`src/rtl/shift_seq_ctrl.sv`:
```
// shift_seq_ctrl: sequential barrel-shift controller.
// The block applies one 1-bit shift step per clock: LSL, LSR, SRA or ROR.
// A three-state FSM (IDLE / SHIFT / DONE) drives it, and a down-counter
// holds the number of steps still to do.
// Optional feature macro: SHIFT_CLAMP_EN.
//   Defined  : the amount is clamped to W (LSL/LSR/SRA) or reduced mod W (ROR),
//              so the worst-case latency is W cycles.
//   Undefined: the amount is used as given, so the worst case is 2^W-1 cycles.
// The result is the same in both builds.
module shift_seq_ctrl #(
  parameter int W = 8
) (
  input  logic         clk,
  input  logic         rst_n,
  input  logic         start,
  input  logic [W-1:0] data,
  input  logic [W-1:0] shift_amt,
  input  logic [1:0]   shift_type,
  output logic         busy,
  output logic         done,
  output logic [W-1:0] result
);

  typedef logic [W-1:0] word_t;

  typedef enum logic [1:0] {
    ST_IDLE  = 2'b00,
    ST_SHIFT = 2'b01,
    ST_DONE  = 2'b10
  } state_t;

  typedef enum logic [1:0] {
    OP_LSL = 2'b00,
    OP_LSR = 2'b01,
    OP_SRA = 2'b10,
    OP_ROR = 2'b11
  } shift_t;

  state_t state;
  state_t state_nxt;
  word_t  work;
  word_t  count;
  shift_t op;
  word_t  eff_amt;

  // One 1-bit step of the latched shift kind.
  function automatic word_t step(input word_t r, input shift_t t);
    case (t)
      OP_LSL:  step = {r[W-2:0], 1'b0};
      OP_LSR:  step = {1'b0, r[W-1:1]};
      OP_SRA:  step = {r[W-1], r[W-1:1]};
      default: step = {r[0], r[W-1:1]};
    endcase
  endfunction

`ifdef SHIFT_CLAMP_EN
  localparam word_t W_VAL = word_t'(W);

  // Effective step count: a shift of W or more steps leaves the same LSL/LSR/SRA
  // result as W steps, and a rotation by W steps returns the operand unchanged.
  always_comb begin
    // NOTE: give every combinational output a default first, so every path
    // assigns it and no latch is inferred.
    eff_amt = shift_amt;
    if (shift_type == OP_ROR)
      eff_amt = shift_amt % W_VAL;
    else if (shift_amt > W_VAL)
      eff_amt = W_VAL;
  end
`else
  // Effective step count: the requested amount, used without any change.
  always_comb begin
    eff_amt = shift_amt;
  end
`endif

  // State register.
  always_ff @(posedge clk or negedge rst_n) begin
    // NOTE: sequential state uses non-blocking assignments, so all registers
    // update together at the clock edge.
    if (!rst_n) state <= ST_IDLE;
    else        state <= state_nxt;
  end

  // Next-state logic.
  always_comb begin
    state_nxt = state;
    case (state)
      ST_IDLE: begin
        if (start) state_nxt = (eff_amt == '0) ? ST_DONE : ST_SHIFT;
      end
      ST_SHIFT: begin
        // The last step happens on the edge where count goes from 1 to 0.
        if (count <= word_t'(1)) state_nxt = ST_DONE;
      end
      ST_DONE:  state_nxt = ST_IDLE;
      default:  state_nxt = ST_IDLE;
    endcase
  end

  // Datapath. Operands are captured only on an accepted start, so later input
  // changes do not affect an operation in progress.
  always_ff @(posedge clk or negedge rst_n) begin
    // NOTE: every datapath register gets a reset value, so result reads 0 as
    // soon as reset is asserted.
    if (!rst_n) begin
      work  <= '0;
      count <= '0;
      op    <= OP_LSL;
    end else begin
      case (state)
        ST_IDLE: begin
          if (start) begin
            work  <= data;
            count <= eff_amt;
            op    <= shift_t'(shift_type);
          end
        end
        ST_SHIFT: begin
          work  <= step(work, op);
          count <= count - word_t'(1);
        end
        default: ;
      endcase
    end
  end

  // Output decode. busy and done come from distinct states, so they are never
  // high together.
  always_comb begin
    busy   = (state == ST_SHIFT);
    done   = (state == ST_DONE);
    result = work;
  end

endmodule

```
`config.mk`:
```
export PLATFORM = sky130hd
export DESIGN_NAME = shift_seq_ctrl
export DESIGN_NICKNAME = d
export VERILOG_FILES = /design/src/rtl/shift_seq_ctrl.sv
export SDC_FILE = /design/constraint.sdc
export NUM_CORES = 1
export LEC_CHECK = 0
export CORE_AREA = 4 4 52 54
export CTS_BUF_LIST = sky130_fd_sc_hd__clkbuf_8
export DETAILED_ROUTE_END_ITERATION = 7
export DIE_AREA = 0 0 56 58
export PLACE_DENSITY_LB_ADDON = 0.1
export SYNTH_ARGS = -nofsm -noshare
export SYNTH_HDL_FRONTEND = slang
export SYNTH_SLANG_ARGS = --single-unit
export TNS_END_PERCENT = 100
```
`constraint.sdc`:
```
create_clock -name clk -period 5.19 [get_ports clk]
set_clock_uncertainty 0.2 [all_clocks]
set_input_delay 1.038 -clock clk [delete_from_list [all_inputs] [get_ports clk]]
set_output_delay 1.038 -clock clk [all_outputs]
set_load 0.03 [all_outputs]
```
==> results of run 1 <==
## worst paths after layout
check,startpoint,endpoint,depth (start not counted)
max,state[1],busy,3
min,count[7],count[7],1
max reg2reg,state[0],count[6],3
min reg2reg,count[7],count[7],1
max in group asynchronous,rst_n,count[3],1
min in group asynchronous,rst_n,count[5],1
## registers in the layout, indices dropped and copies added, names as in the netlist
name and count:
count 8, state 2, result 8, op 2
## worst register-to-register path, stage by stage (launching register included)
cell and delay [ps]:
dfrtp_1 470, nor3b_2 1010, a31oi_1 80, a221o_1 340
## per-layer routing
layer / wire (microns) / share of wire [%] / vias up
met5: 0 / 0 / -
met4: 10 / 0.37 / 0
met3: 181 / 6.7 / 2
met2: 1313 / 48 / 36
met1: 1215 / 45 / 495
li1: - / - / 484
## logic make-up after synthesis
group,after synthesis,share of synthesized area [%]
AO/OA/AOI/OAI,23,15.04
adder cells (fa/ha/maj),2,2.148
buffers and inverters,8,3.222
flip-flops,20,42.96
multiplexers,20,17.19
AND/OR/NAND/NOR,39,19.44
## through the flow
step	utilization (%)	hold WS, ps
floorplan	-	269.9
global placement	66.63	293.2
detailed placement	66.63	308.7
CTS	69.85	325.3
global route	69.85	349.9
finish	69.85	319.3
## area by class of cell
cell class	count	area (sq um)	share of cell area [%]
Clock inverter	1	30.03	1.943
Tap cell	28	35.03	2.267
Timing Repair Buffer	30	300.3	19.43
Inverter	3	11.26	0.7287
Clock buffer	3	41.29	2.672
Sequential cell	20	500.5	32.39
Multi-Input combinational cell	84	626.9	40.57
## synthesized netlist by cell type, drive strengths merged, types with 3 or more instances
| cell type | instances | area, sq um |
|---|---|---|
| nand2 | 11 | 41.29 |
| a221o | 4 | 40.04 |
| dfrtp | 20 | 500.5 |
| nor3b | 4 | 35.03 |
| nor3 | 4 | 20.02 |
| a21oi | 3 | 15.01 |
| inv | 3 | 11.26 |
| nor2 | 3 | 11.26 |
| mux2i | 20 | 200.2 |
| o21ai | 4 | 20.02 |
| buf | 4 | 22.52 |
## power groups by stage
stage                     registers [mW]  clock network [mW]  logic [mW]
after floorplan                    0.357                   0       0.312
after global placement             0.320                   0       0.495
after detailed placement           0.322                   0       0.505
after CTS                          0.321               0.159       0.508
after global routing               0.336               0.165       0.555
final                              0.322               0.157       0.501
==> flow_summary.json, run 1 <==
{
  "drt_drc_violations_left": 0,
  "stdcell_area_sq_mm": 0.001545,
  "clk_pin_slew_ps": 80,
  "hold_viol": 0,
  "avgSynthCellArea_sq_um": 10.40,
  "seq_power_share_pct": 32.8,
  "cp_top_family": "buffers and inverters",
  "end_kind": "output pin",
  "fp.dieH_microns": 58,
  "pwr-share-clk_pct": 16.0,
  "cap_violations": 0,
  "ant_nets": 0,
  "place_congestion": 0.8218,
  "cts_sinks": 20,
  "switchingPower_mw": 0.4053,
  "start_util_pct": 52.66,
  "grt_usage_pct": 17.72,
  "hpwl_mm": 2.014,
  "die_area_sq_mm": 0.003248,
  "yosysUniqueCellTypes": 39,
  "synth_async_sr_flop_share_pct": 100.0,
  "cts_resized": 0,
  "finalWirelength_mm": 2.721,
  "timing.fmax_mhz": 278.7,
  "finalSetupViolCount": 0,
  "dpl.cell_count": 165,
  "fillers": 182,
  "dp_slack_ps": 1885,
  "synth_fp_nets": 135,
  "hp-class": "register to register",
  "finalCritPeriodShare_pct": 69.14,
  "cts_tree": "done",
  "cts_buffers": 3,
  "crit_chain": "nand2b_1, inv_1, clkdlybuf4s50_1",
  "synth_ff_type": "dfrtp_1",
  "worstSetupPathType": "register to output pin",
  "ys_seq_elements": 20,
  "final_cell_mix": "clkdlybuf4s50_1, mux2i_1, dfrtp_1",
  "synth_cells": 112,
  "grt.busiest_layer": "met2",
  "rrSetupSlack_ps": 2990,
  "grt.overflow.total": 0,
  "drive_above_1_share_pct": 7.092,
  "postPlaceCellArea_sq_mm": 0.001474,
  "postCtsSetupRepairBufs": 0,
  "power_mw": 0.9794,
  "placementRows": 17,
  "clock_latency_ps": 260,
  "antenna_found_initial": 0,
  "die_x_microns": 56,
  "use_met3_pct": 5.791,
  "worst_ep_required_time_ps": 3950,
  "rsz0062_at_grt": "no",
  "vias": 1017,
  "area.growth.synth_to_final_pct": 32.65,
  "cts_htree_levels": 1,
  "min_period_ps": 3589,
  "worstPathMaxFanout": 15,
  "use_met2_pct": 29.72,
  "firstDrtPassIters": 4,
  "p_comb_share_pct": 51.2,
  "ys_seq_area_share_pct": 42.96,
  "vias_per_cell": 6.018,
  "fin_cells": 169,
  "drtIter0Drc": 24,
  "crit_buf_inv": 2,
  "cts_hold_buf": 0,
  "synth-edff-count": 0,
  "outcome": "complete, no violations",
  "synth_warnings": 0,
  "core_sq_mm": 0.002212,
  "final_common_cell": "clkdlybuf4s50_1",
  "startpoint_type": "register",
  "grt_max_degree": 21,
  "io_pins": 31,
  "arrival_ps": 2350,
  "final_nets": 165,
  "syn_area_sq_mm": 0.001165,
  "cts_buffer_depth": 2,
  "io_buffers": 30,
  "grtUsageMet1_pct": 22.99,
  "swShare_pct": 41.38,
  "critPathMaxStageDelay_ps": 760,
  "avgRoutedWirePerCell_microns": 16.10,
  "leakagePower_nw": 0.6612,
  "cts_root_buf": "clkbuf_8",
  "setup_ws_ps": 1601,
  "grt_pass1_vias": 944,
  "n_antenna_cell": 0,
  "fin_tns_setup_ps": 0,
  "peakVddDrop_mv": 0.4282,
  "slew_viol_final": 0,
  "power_density_mw_per_mm2": 633.8,
  "max_slew_margin_pct": 18.82,
  "critPathSlowestCell": "clkdlybuf4s50_1",
  "intPower_mw": 0.5741,
  "tightest_slew_ps": 1212,
  "grt_pass1_wl_mm": 4.574
}
Power figures use the tool's default switching activity.
==> run 2: changes to the inputs <==
CORE_AREA = 4 4 54 56   (was 4 4 52 54)
DIE_AREA = 0 0 58 60   (was 0 0 56 58)
clock period = 3.45 ns   (was 5.19 ns; I/O delays follow)
==> flow_summary.json, run 2 (synthesis results as in run 1) <==
{
  "io_buffers": 30,
  "vias": 999,
  "worstSetupPathType": "register to output pin",
  "max_slew_margin_pct": 38.62,
  "io_pins": 31,
  "power_mw": 1.500,
  "final_common_cell": "clkdlybuf4s50_1",
  "n_antenna_cell": 0,
  "finalSetupViolCount": 0,
  "grt_max_degree": 21,
  "leakagePower_nw": 0.6761,
  "drtIter0Drc": 29,
  "power_density_mw_per_mm2": 955.0,
  "worstPathMaxFanout": 15,
  "rrSetupSlack_ps": 1510,
  "tightest_slew_ps": 917.8,
  "arrival_ps": 1840,
  "hpwl_mm": 2.046,
  "cts_buffers": 3,
  "end_kind": "output pin",
  "worst_ep_required_time_ps": 2560,
  "grt_usage_pct": 17.21,
  "die_area_sq_mm": 0.003480,
  "grt_pass1_vias": 931,
  "hold_viol": 0,
  "antenna_found_initial": 0,
  "fillers": 212,
  "peakVddDrop_mv": 0.6163,
  "finalCritPeriodShare_pct": 79.15,
  "cts_tree": "done",
  "fp.dieH_microns": 60,
  "cap_violations": 0,
  "drt_drc_violations_left": 0,
  "clk_pin_slew_ps": 90,
  "final_cell_mix": "clkdlybuf4s50_1, mux2i_1, dfrtp_1",
  "cts_htree_levels": 1,
  "rsz0062_at_grt": "no",
  "cts_buffer_depth": 2,
  "place_congestion": 0.7844,
  "final_nets": 168,
  "min_period_ps": 2731,
  "cts_resized": 0,
  "avgRoutedWirePerCell_microns": 16.02,
  "firstDrtPassIters": 4,
  "fin_tns_setup_ps": 0,
  "start_util_pct": 47.89,
  "fin_util_pct": 64.56,
  "finalWirelength_mm": 2.787,
  "outcome": "complete, no violations",
  "drive_above_1_share_pct": 9.028,
  "placementRows": 18,
  "hp-class": "register to register",
  "cts_hold_buf": 0,
  "slew_viol_final": 0,
  "startpoint_type": "register",
  "cts_sinks": 20,
  "clock_latency_ps": 260,
  "grt_pass1_wl_mm": 4.540,
  "core_sq_mm": 0.002432,
  "cts_root_buf": "clkbuf_8",
  "area.growth.synth_to_final_pct": 34.80,
  "timing.fmax_mhz": 366.2,
  "die_x_microns": 58,
  "grt.overflow.total": 0,
  "postCtsSetupRepairBufs": 0,
  "ant_nets": 0,
  "vias_per_cell": 5.741
}
-- run 2: cell types whose count changed in the layout (fill, tap and decap cells not counted), sizes merged --
cell  change
buf       +3
-- run 2: final cells by class --
type                    instances  area, sq um  area share (%)
clock inverters                 1        30.03           1.912
clock buffers                   3        41.29           2.629
repair buffers                 33        322.8           20.56
flip-flops and latches         20        500.5           31.87
inverters                       3        11.26          0.7171
well taps                      30        37.54           2.390
multi-input cells              84        626.9           39.92
-- run 2: per-layer routing --
metal	global-route usage (%)	share of wire, %	routed length [microns]
met3	4.968	4.7	132
met2	28.39	48	1339
met4	3.974	0.68	19
met1	22.34	47	1296
met5	0	0	0
-- run 2: path summary, 6_finish.rpt --
check | from | to | depth (start not counted)
worst max-delay path | state[1] | busy | 4
worst min-delay path | count[7] | count[7] | 1
worst max register to register | state[0] | result[4] | 4
worst min register to register | count[7] | count[7] | 1
max in group asynchronous | rst_n | count[0] | 1
min in group asynchronous | rst_n | count[6] | 1
-- run 2: critical path, stage by stage (launching register included) --
cell,delay (ps)
dfrtp_1,450
nand2b_1,170
buf_4,200
inv_1,90
clkdlybuf4s50_1,670
-- run 2: power breakdown --
group	internal, mW	total (mW)	switching [mW]	leakage (nW)
Clock	0.155	0.236	0.0812	0.0357
Sequential	0.351	0.485	0.135	0.245
Combinational	0.375	0.778	0.403	0.396
-- run 2: metrics by stage --
| step | cells | area (sq um) | hold slack (ps) | worst slack (ps) |
|---|---|---|---|---|
| after floorplan | 112 | 1165 | 194.4 | 1591 |
| after global placement | 170 | 1499 | 295.7 | 846.5 |
| after detailed placement | 170 | 1499 | 297.4 | 782.4 |
| after global routing | 174 | 1570 | 333.3 | 639.9 |
| after CTS | 174 | 1570 | 317.0 | 713.6 |
| final | 174 | 1570 | 320.9 | 719.3 |
==> run 3: changes to the inputs <==
clock period = 2.6 ns   (was 3.45 ns; I/O delays follow)
==> flow_summary.json, run 3 (synthesis results as in run 1) <==
{
  "setup_ws_ps": 345.6,
  "dp_slack_ps": 345.2,
  "crit_chain": "nor2b_1, clkdlybuf4s50_1",
  "final_common_cell": "clkdlybuf4s50_1",
  "fillers": 212,
  "cts_tree": "done",
  "clk_pin_slew_ps": 80,
  "fp.dieH_microns": 60,
  "hold_viol": 0,
  "outcome": "complete, no violations",
  "n_antenna_cell": 0,
  "stdcell_area_sq_mm": 0.001583,
  "cts_resized": 0,
  "critPathSlowestCell": "clkdlybuf4s50_1",
  "core_sq_mm": 0.002432,
  "grt_max_degree": 21,
  "hold_depth": 1,
  "top_layer": "met4",
  "routed-wl-met2_mm": 1.347,
  "start_util_pct": 47.89,
  "drive_above_1_share_pct": 10.96,
  "wl_met3_microns": 157,
  "grt.overflow.total": 0,
  "avgRoutedWirePerCell_microns": 15.99,
  "worst_ep_required_time_ps": 1880,
  "rsz0062_at_grt": "no",
  "met1_length_mm": 1.290,
  "worstSetupPathType": "register to output pin",
  "cts_htree_levels": 1,
  "hpwl_mm": 2.075,
  "die_x_microns": 58,
  "cts_buffer_depth": 2,
  "critPathMaxStageDelay_ps": 670,
  "leakagePower_nw": 0.6866,
  "grt_pass1_vias": 935,
  "placementRows": 18,
  "worstPathMaxFanout": 8,
  "drt_drc_violations_left": 0,
  "startpoint_type": "register",
  "io_pins": 31,
  "firstDrtPassIters": 4,
  "hp-class": "register to register",
  "fin_tns_setup_ps": 0,
  "arrival_ps": 1530,
  "reg2reg_depth": 3,
  "antenna_found_initial": 0,
  "final_nets": 170,
  "finalWirelength_mm": 2.814,
  "grt_usage_pct": 16.83,
  "io_buffers": 30,
  "slew_viol_final": 0,
  "cp.depth": 2,
  "cp_top_family": "buffers and inverters",
  "vias": 1026,
  "cts_hold_buf": 0,
  "place_congestion": 0.7743,
  "fin_util_pct": 65.07,
  "die_area_sq_mm": 0.003480,
  "peakVddDrop_mv": 0.9040,
  "whs_ps": 314.8,
  "final_cell_mix": "clkdlybuf4s50_1, mux2i_1, dfrtp_1",
  "cts_buffers": 3,
  "cap_violations": 0,
  "min_period_ps": 2254,
  "area.growth.synth_to_final_pct": 35.88,
  "tightest_slew_ps": 727.1,
  "power_density_mw_per_mm2": 1259,
  "multi_input_area_sq_um": 626.9,
  "cts_root_buf": "clkbuf_8",
  "timing.fmax_mhz": 443.6,
  "finalSetupViolCount": 0,
  "ant_nets": 0,
  "postCtsSetupRepairBufs": 0,
  "vias_per_cell": 5.830,
  "drtIter0Drc": 45,
  "cts_sinks": 20,
  "finalCritPeriodShare_pct": 86.71,
  "grt_pass1_wl_mm": 4.491,
  "clock_latency_ps": 260,
  "seq_area_sq_um": 500.5,
  "postPlaceCellArea_sq_mm": 0.001511,
  "crit_buf_inv": 1,
  "end_kind": "output pin",
  "max_slew_margin_pct": 51.35
}
## run 3: worst register-to-register path, delay by kind of cell (launching register included)
kind            cells  cell delay [ps]
compound gates      2              460
flops               1              450
simple gates        1              590
## run 3: power by group
group,switching (mW),internal [mW]
combinational,0.537,0.500
sequential,0.175,0.466
clock,0.110,0.206
## run 3: routing by layer
layer / vias up / GRT usage, %
met3: 2 / 3.240
met5: - / 0
met2: 25 / 25.97
met1: 508 / 23.92
met4: 0 / 4.967
li1: 491 / -
## run 3: area by class of cell
type,instances,share of cell area (%)
Multi-Input combinational cell,84,39.60
Sequential cell,20,31.62
Timing Repair Buffer,35,21.19
Clock buffer,3,2.609
Tap cell,30,2.372
Clock inverter,1,1.897
Inverter,3,0.7115
## run 3: metrics by stage
step           power, mW  cells
6_report           1.993    176
5_1_grt            2.133    176
4_1_cts            2.007    176
3_5_place_dp       1.685    172
3_3_place_gp       1.650    172
2_1_floorplan      1.335    112
## run 3: worst paths after layout
kind	slack [ps]	start	end
worst max-delay path	350	state[0]	done
worst min-delay path	310	count[7]	count[7]
worst max register to register	770	count[0]	count[7]
worst min register to register	310	count[7]	count[7]
max in group asynchronous	1580	rst_n	result[6]
min in group asynchronous	390	rst_n	count[4]
